===== config.mk =====
export PLATFORM = sky130hd
export DESIGN_NAME = r_format_sequencer
export DESIGN_NICKNAME = d
export VERILOG_FILES = /design/src/rtl/r_format_sequencer.sv
export SDC_FILE = /design/constraint.sdc
export NUM_CORES = 1
export LEC_CHECK = 0
export CAP_MARGIN = 20
export CORE_MARGIN = 5
export CORE_UTILIZATION = 38
export DETAILED_ROUTE_END_ITERATION = 10
export PLACE_DENSITY = 0.9
export SYNTH_ARGS = -nofsm -noshare
export SYNTH_HDL_FRONTEND = slang
export SYNTH_SLANG_ARGS = --single-unit

===== constraint.sdc =====
create_clock -name clk -period 2 [get_ports clk]
set_clock_uncertainty 0.15 [all_clocks]
set_input_delay 0.4 -clock clk [delete_from_list [all_inputs] [get_ports clk]]
set_output_delay 0.4 -clock clk [all_outputs]
set_load 0.01 [all_outputs]

===== src/rtl/r_format_sequencer.sv =====
// R-format execute sequencer: accepts one instruction, drives register-file/ALU controls, writes back rd.
// Optional retired-instruction counter enabled by defining RFMT_RETIRE_COUNTER_EN.
module r_format_sequencer #(
    parameter int DATA_WIDTH = 32,
    parameter int ADDR_WIDTH = 5
) (
    input  logic                  clk,
    input  logic                  reset,
    input  logic                  instr_valid,
    output logic                  instr_ready,
    input  logic [31:0]           instr,
    output logic [ADDR_WIDTH-1:0] rs_address,
    output logic [ADDR_WIDTH-1:0] rt_address,
    output logic [ADDR_WIDTH-1:0] rd_address,
    output logic [4:0]            shamt,
    output logic [3:0]            alu_control,
    input  logic [DATA_WIDTH-1:0] alu_result,
    output logic                  write_enable,
    output logic [DATA_WIDTH-1:0] wb_data,
    output logic                  done,
    output logic                  illegal,
    output logic [31:0]           retired_count
);

    typedef enum logic [1:0] {
        IDLE      = 2'd0,
        DECODE    = 2'd1,
        EXECUTE   = 2'd2,
        WRITEBACK = 2'd3
    } state_t;

    state_t                r_state;
    state_t                w_next_state;
    logic                  w_accept;
    logic [4:0]            w_dec;
    logic                  w_legal;
    logic                  r_legal;
    logic [ADDR_WIDTH-1:0] r_rs;
    logic [ADDR_WIDTH-1:0] r_rt;
    logic [ADDR_WIDTH-1:0] r_rd;
    logic [4:0]            r_shamt;
    logic [3:0]            r_alu_control;
    logic [DATA_WIDTH-1:0] r_wb_data;
    logic                  r_write_enable;
    logic                  r_done;
    logic                  r_illegal;

    // Returns {legal, alu_control}; unlisted funct codes come back with legal=0.
    function automatic logic [4:0] decode_funct(input logic [5:0] funct);
        logic [4:0] res;
        case (funct)
            6'h20:   res = 5'b1_0000;
            6'h22:   res = 5'b1_0001;
            6'h24:   res = 5'b1_0010;
            6'h25:   res = 5'b1_0011;
            6'h2A:   res = 5'b1_0100;
            6'h26:   res = 5'b1_0101;
            6'h27:   res = 5'b1_0110;
            6'h00:   res = 5'b1_0111;
            6'h02:   res = 5'b1_1000;
            default: res = 5'b0_0000;
        endcase
        return res;
    endfunction

    assign w_accept = instr_valid && (r_state == IDLE);
    assign w_dec    = decode_funct(instr[5:0]);
    assign w_legal  = (instr[31:26] == 6'd0) && w_dec[4];

    always_ff @(posedge clk or negedge reset) begin
        if (!reset) begin
            r_state <= IDLE;
        end else begin
            r_state <= w_next_state;
        end
    end

    always_comb begin
        w_next_state = r_state;
        case (r_state)
            IDLE:      if (instr_valid) w_next_state = DECODE;
            DECODE:    w_next_state = r_legal ? EXECUTE : IDLE;
            EXECUTE:   w_next_state = WRITEBACK;
            WRITEBACK: w_next_state = IDLE;
            default:   w_next_state = IDLE;
        endcase
    end

    // Decode results are registered on the accept edge so they are already valid during DECODE;
    // the illegal pulse is likewise registered there so it lands in the DECODE cycle.
    always_ff @(posedge clk or negedge reset) begin
        if (!reset) begin
            r_legal        <= 1'b0;
            r_rs           <= '0;
            r_rt           <= '0;
            r_rd           <= '0;
            r_shamt        <= '0;
            r_alu_control  <= '0;
            r_wb_data      <= '0;
            r_write_enable <= 1'b0;
            r_done         <= 1'b0;
            r_illegal      <= 1'b0;
        end else begin
            r_write_enable <= 1'b0;
            r_done         <= 1'b0;
            r_illegal      <= 1'b0;
            if (w_accept) begin
                r_legal       <= w_legal;
                r_rs          <= ADDR_WIDTH'(instr[25:21]);
                r_rt          <= ADDR_WIDTH'(instr[20:16]);
                r_rd          <= ADDR_WIDTH'(instr[15:11]);
                r_shamt       <= instr[10:6];
                r_alu_control <= w_dec[3:0];
                if (!w_legal) begin
                    r_done    <= 1'b1;
                    r_illegal <= 1'b1;
                end
            end
            if (r_state == EXECUTE) begin
                r_wb_data      <= alu_result;
                r_done         <= 1'b1;
                r_write_enable <= (r_rd != '0);
            end
        end
    end

`ifdef RFMT_RETIRE_COUNTER_EN
    logic [31:0] r_retired_count;

    always_ff @(posedge clk or negedge reset) begin
        if (!reset) begin
            r_retired_count <= '0;
        end else if (r_state == WRITEBACK) begin
            r_retired_count <= r_retired_count + 32'd1;
        end
    end

    assign retired_count = r_retired_count;
`else
    assign retired_count = '0;
`endif

    assign instr_ready  = (r_state == IDLE);
    assign rs_address   = r_rs;
    assign rt_address   = r_rt;
    assign rd_address   = r_rd;
    assign shamt        = r_shamt;
    assign alu_control  = r_alu_control;
    assign wb_data      = r_wb_data;
    assign write_enable = r_write_enable;
    assign done         = r_done;
    assign illegal      = r_illegal;

endmodule


=== Word-level counts from Yosys, hierarchy flattened ===
Index checks and enable logic that the tools add are counted.

* Equal/unequal tests: 12
* Mux-type cells: 8
* Reductions and logical operators: 6

{| class="wikitable"
|+ Operator list
! cell !! number
|-
| case mux 5 bit (9 select lines) || 1
|-
| equality test 6 bit (second input constant) || 7
|-
| zero test 6 bit || 2
|-
| case mux 2 bit (4 select lines) || 1
|-
| equality test 6 x 2 -> 1 bit (second input constant) || 1
|-
| nonzero test 5 bit || 1
|-
| equality test 2 bit (second input constant) || 2
|-
| two-way mux 1 bit || 4
|-
| two-way mux 2 bit || 2
|-
| equality test 2 x 1 -> 1 bit (second input constant) || 1
|-
| logical AND 1 bit || 2
|-
| zero test 2 bit || 1
|-
| inequality test 2 bit (second input constant) || 1
|}

* Flip-flop bits (word level): 62
* Input port bits: 67
* Logic and storage cells: 37

=== Logic depth before layout (Yosys ltp) ===
* Word-level depth: 6
* Mapped depth: 5

=== Worst setup path before layout ===
OpenSTA, ideal clock, no wires.

* Path type: register to register
* Start point: register with a tool-made name
* End point: register r_alu_control[1] (netlist: alu_control[1])
* Setup time: 0.121 ns
* Arrival time: 1.246 ns
* Data required time: 1.729 ns
* Path slack: 0.483 ns
* Stages on the path, launching flop included: 5
* Path buffers: 1
* Clock period less this slack: 1.517 ns
* Cell sequence: dfrtp_1 > or3b_1 > buf_4 > and2_0 > o22a_1

{| class="wikitable"
|+ RTL lines
! element !! RTL line !! text
|-
| to (signal assigned) || 113 || <nowiki>r_alu_control <= w_dec[3:0];</nowiki>
|-
| to (decl) || 42 || <nowiki>logic [3:0] r_alu_control;</nowiki>
|}

=== Final worst setup path ===
* Start point: register r_rd[3] (netlist: rd_address[3])
* End point: output rd_address[3]

{| class="wikitable"
|+ RTL lines
! element !! RTL line !! text
|-
| from (decl) || 40 || <nowiki>logic [ADDR_WIDTH-1:0] r_rd;</nowiki>
|-
| from (signal assigned) || 111 || <nowiki>r_rd <= ADDR_WIDTH'(instr[15:11]);</nowiki>
|-
| to (decl) || 14 || <nowiki>output logic [ADDR_WIDTH-1:0] rd_address,</nowiki>
|}

No word-level cell between the ends.

==> key figures <==
Run status
  – Status: finished clean

Placement
  – DP HPWL: 5700 µm
  – Port Buffers: ~130
  – Placed insts: about 530
  – Routability cong.: ~0.85

Setup path
  – Reg2reg setup slack: approximately 390 ps
  – CP cell instances: clkdlybuf4s50_1
  – Worst-path maximum fanout: 3
  – Arr. time, crit path: roughly 1300 ps
  – Buf/Inv on CP: 1
  – Worst setup SP type: flop
  – CP max stage delay: between 500 and 600 ps
  – Required @ worst endpoint: about 1500 ps
  – Crit Path Class: flop to primary output
  – Crit path max-delay family: buffers and inverters
  – Critical path's slowest cell: clkdlybuf4s50_1
  – Worst setup EP type: primary output

Clock network
  – Clk_lat worst skew: approximately 320 ps
  – Bufs on Longest Clock Path: 2
  – Clk root buf: clkbuf_8
  – H-tree depth reported by CTS: 3
  – CTS tree: yes
  – Total setup buffers inserted after CTS: 0
  – Cts bufs inserted: 9
  – Clock Sinks: 62
  – Clock slew at reported path FFs: ~70 ps

Global routing
  – First-pass GRT wire length: about 11000 µm
  – Gr usage total: 15.8%
  – Vias in the first global route: around 2400
  – Largest net degree at the start of global routing: 33
  – Grt total ovfl: 0
  – Antenna violations before repair: 0

Power and ir drop
  – Worst vdd ir: ~430 µV
  – P per Cell Area: 763 mW/mm²
  – Leakage: 1.97 nW

Floorplanning
  – Starting density of the core: 38.5%
  – Die Area: 0.00903 mm²
  – Rows: 31
  – Top Ports: ~160
  – Core area: around 0.0071 mm²
  – Die Width: approximately 95 µm
  – Die H: approximately 95 µm

Logic synthesis
  – Yosys reg bits: between 60 and 70
  – Mean Syn Cell Area: around 9 µm²
  – Synth Warn #: 0
  – Register area share after synthesis: 56.5%
  – Yosys cell types: 36
  – Synth Cell Area: around 0.0027 mm²
  – Synthesized instance count: 310

Finish
  – Final net count: between 500 and 600
  – Post-layout util: 59.2%
  – Area grow syn2layout: 53.8%
  – Layout cells sized above 1: ~7.4%
  – Fillers: 628
  – Cell Count, Final, Fillers Out: between 500 and 600
  – Antenna diode count: 0

Timing
  – Hold Slack: about 320 ps
  – Final period utilization: 90.8%
  – Fmax: 550 MHz
  – Slew Viols, Final: 0
  – Final Hold Vio Count: 0
  – Setup violators final: 0
  – Min cycle time layout: about 1800 ps
  – RSZ-0062 raised after global routing: false

Drt
  – Vias: around 2400
  – Final wirelength: 7250 µm
  – First drt pass iteration count: 4
  – DRC: 0
  – Post-route ant nets: 0
  – Vias per inst: ~4.4
  – Iter 0 DRT Violations: 68
  – Routed len/inst: between 10 and 15 µm

Hold path
  – Worst hold path class: flop to flop

Run
  – Maximum Capacitance Violations: 0
final cells by class:
type	count	area [µm²]	area share, %
clock buffers	11	141	3.35
clock inverters	4	47.5	1.12
inverters	1	3.75	0.0888
multi-input cells	231	1000	23.7
flip-flops and latches	62	1550	36.7
well taps	99	124	2.93
repair buffers	139	1360	32.1
where the power goes:
part | switching (mW) | internal, mW | total, mW | leakage [nW]
Sequential | 0.0747 | 1.38 | 1.46 | 0.670
Clock | 0.451 | 0.599 | 1.05 | 0.0952
Combinational | 0.308 | 0.408 | 0.716 | 1.21
Total | 0.834 | 2.39 | 3.23 | 1.97
sequential cells by signal, indices dropped and copies added, names as in the netlist, named ones only:
| name | cells |
|---|---|
| rs_address | 5 |
| rd_address | 5 |
| r_state | 1 |
| wb_data | 32 |
| write_enable | 1 |
| illegal | 1 |
| done | 1 |
| rt_address | 5 |
| alu_control | 4 |
| shamt | 5 |
| r_legal | 1 |
kinds of logic after synthesis:
kind of cell | share of synthesized area [%]
AO/OA/AOI/OAI | 3.96
buffers and inverters | 11.3
flip-flops | 56.5
multiplexers | 0.364
other | 0.136
AND/OR/NAND/NOR | 27.7
repair_timing:
item	in CTS	in global routing
endpoints found under the hold margin	62	0
gates resized for setup	1	0
hold buffers	1	0
endpoints found under the setup margin	1	0
path summary, 6_finish.rpt:
check | startpoint | cells after the start | endpoint
setup / recovery | rd_address[3] | 1 | rd_address[3]
hold / removal | rs_address[4] | 2 | rs_address[4]
setup reg to reg | flop | 4 | alu_control[1]
hold reg to reg | rs_address[4] | 2 | rs_address[4]
max in group asynchronous | reset | 3 | rd_address[3]
min in group asynchronous | reset | 3 | wb_data[29]
metal layers:
metal  up-vias  global-route usage [%]  routed length, µm  share of wire (%)
li1       1168                       -                  -                  -
met1      1112                    18.7               2840                 39
met2       120                    25.7               3510                 48
met3        13                    5.92                751                 10
met4         0                    7.09                150                2.1
met5         -                       0                  0                  0
synth_stat cells:
cell	n	area share (%)
o22ai_1	1	0.23
nor2_1	6	0.82
o21ai_0	1	0.18
and2_0	1	0.23
or4_4	1	0.41
a21boi_0	1	0.27
buf_4	33	9.0
inv_1	1	0.14
a22o_1	1	0.32
conb_1	1	0.14
or3_1	2	0.46
nand3_1	2	0.36
nand2_1	160	22
a31oi_1	1	0.23
nor3_1	1	0.18
mux2i_1	1	0.36
buf_2	6	1.1
o22a_1	1	0.32
nor4_4	1	0.77
nand2b_1	1	0.23
a31o_1	1	0.32
a21oi_1	3	0.55
nor3b_2	1	0.46
or2_2	1	0.23
and2_1	1	0.23
dfrtp_1	62	56
o221ai_1	2	0.64
or4_1	1	0.27
o211ai_1	1	0.27
a32o_1	1	0.36
nor2b_1	1	0.23
a21o_1	1	0.27
clkbuf_1	8	1.1
nand4b_1	1	0.32
or3b_1	1	0.32
nor3_2	1	0.36
cell usage in the layout, fill, tap and decap left out, types with 2 or more instances in the layout:
master,netlist,final
buf_4,33,12
nand3_1,2,2
conb_1,1,32
dfrtp_1,62,62
nor2_1,6,6
nand2_1,160,160
a21oi_1,3,3
clkdlybuf4s50_1,0,124
or3_1,2,2
o221ai_1,2,2
clkinv_2,0,2
clkbuf_8,0,10
metrics by stage:
step / setup TNS, ps / worst slack, ps / total power [mW] / area [µm²]
5_1_grt: 0 / 128 / 3.40 / 4230
6_report: 0 / 183 / 3.23 / 4230
4_1_cts: 0 / 161 / 3.28 / 4230
3_5_place_dp: -25.8 / -11.1 / 2.21 / 4030
2_1_floorplan: 0 / 483 / 1.76 / 2860
3_3_place_gp: 0 / 23.6 / 2.18 / 4030
No activity file was read; power rests on OpenSTA's default activity.
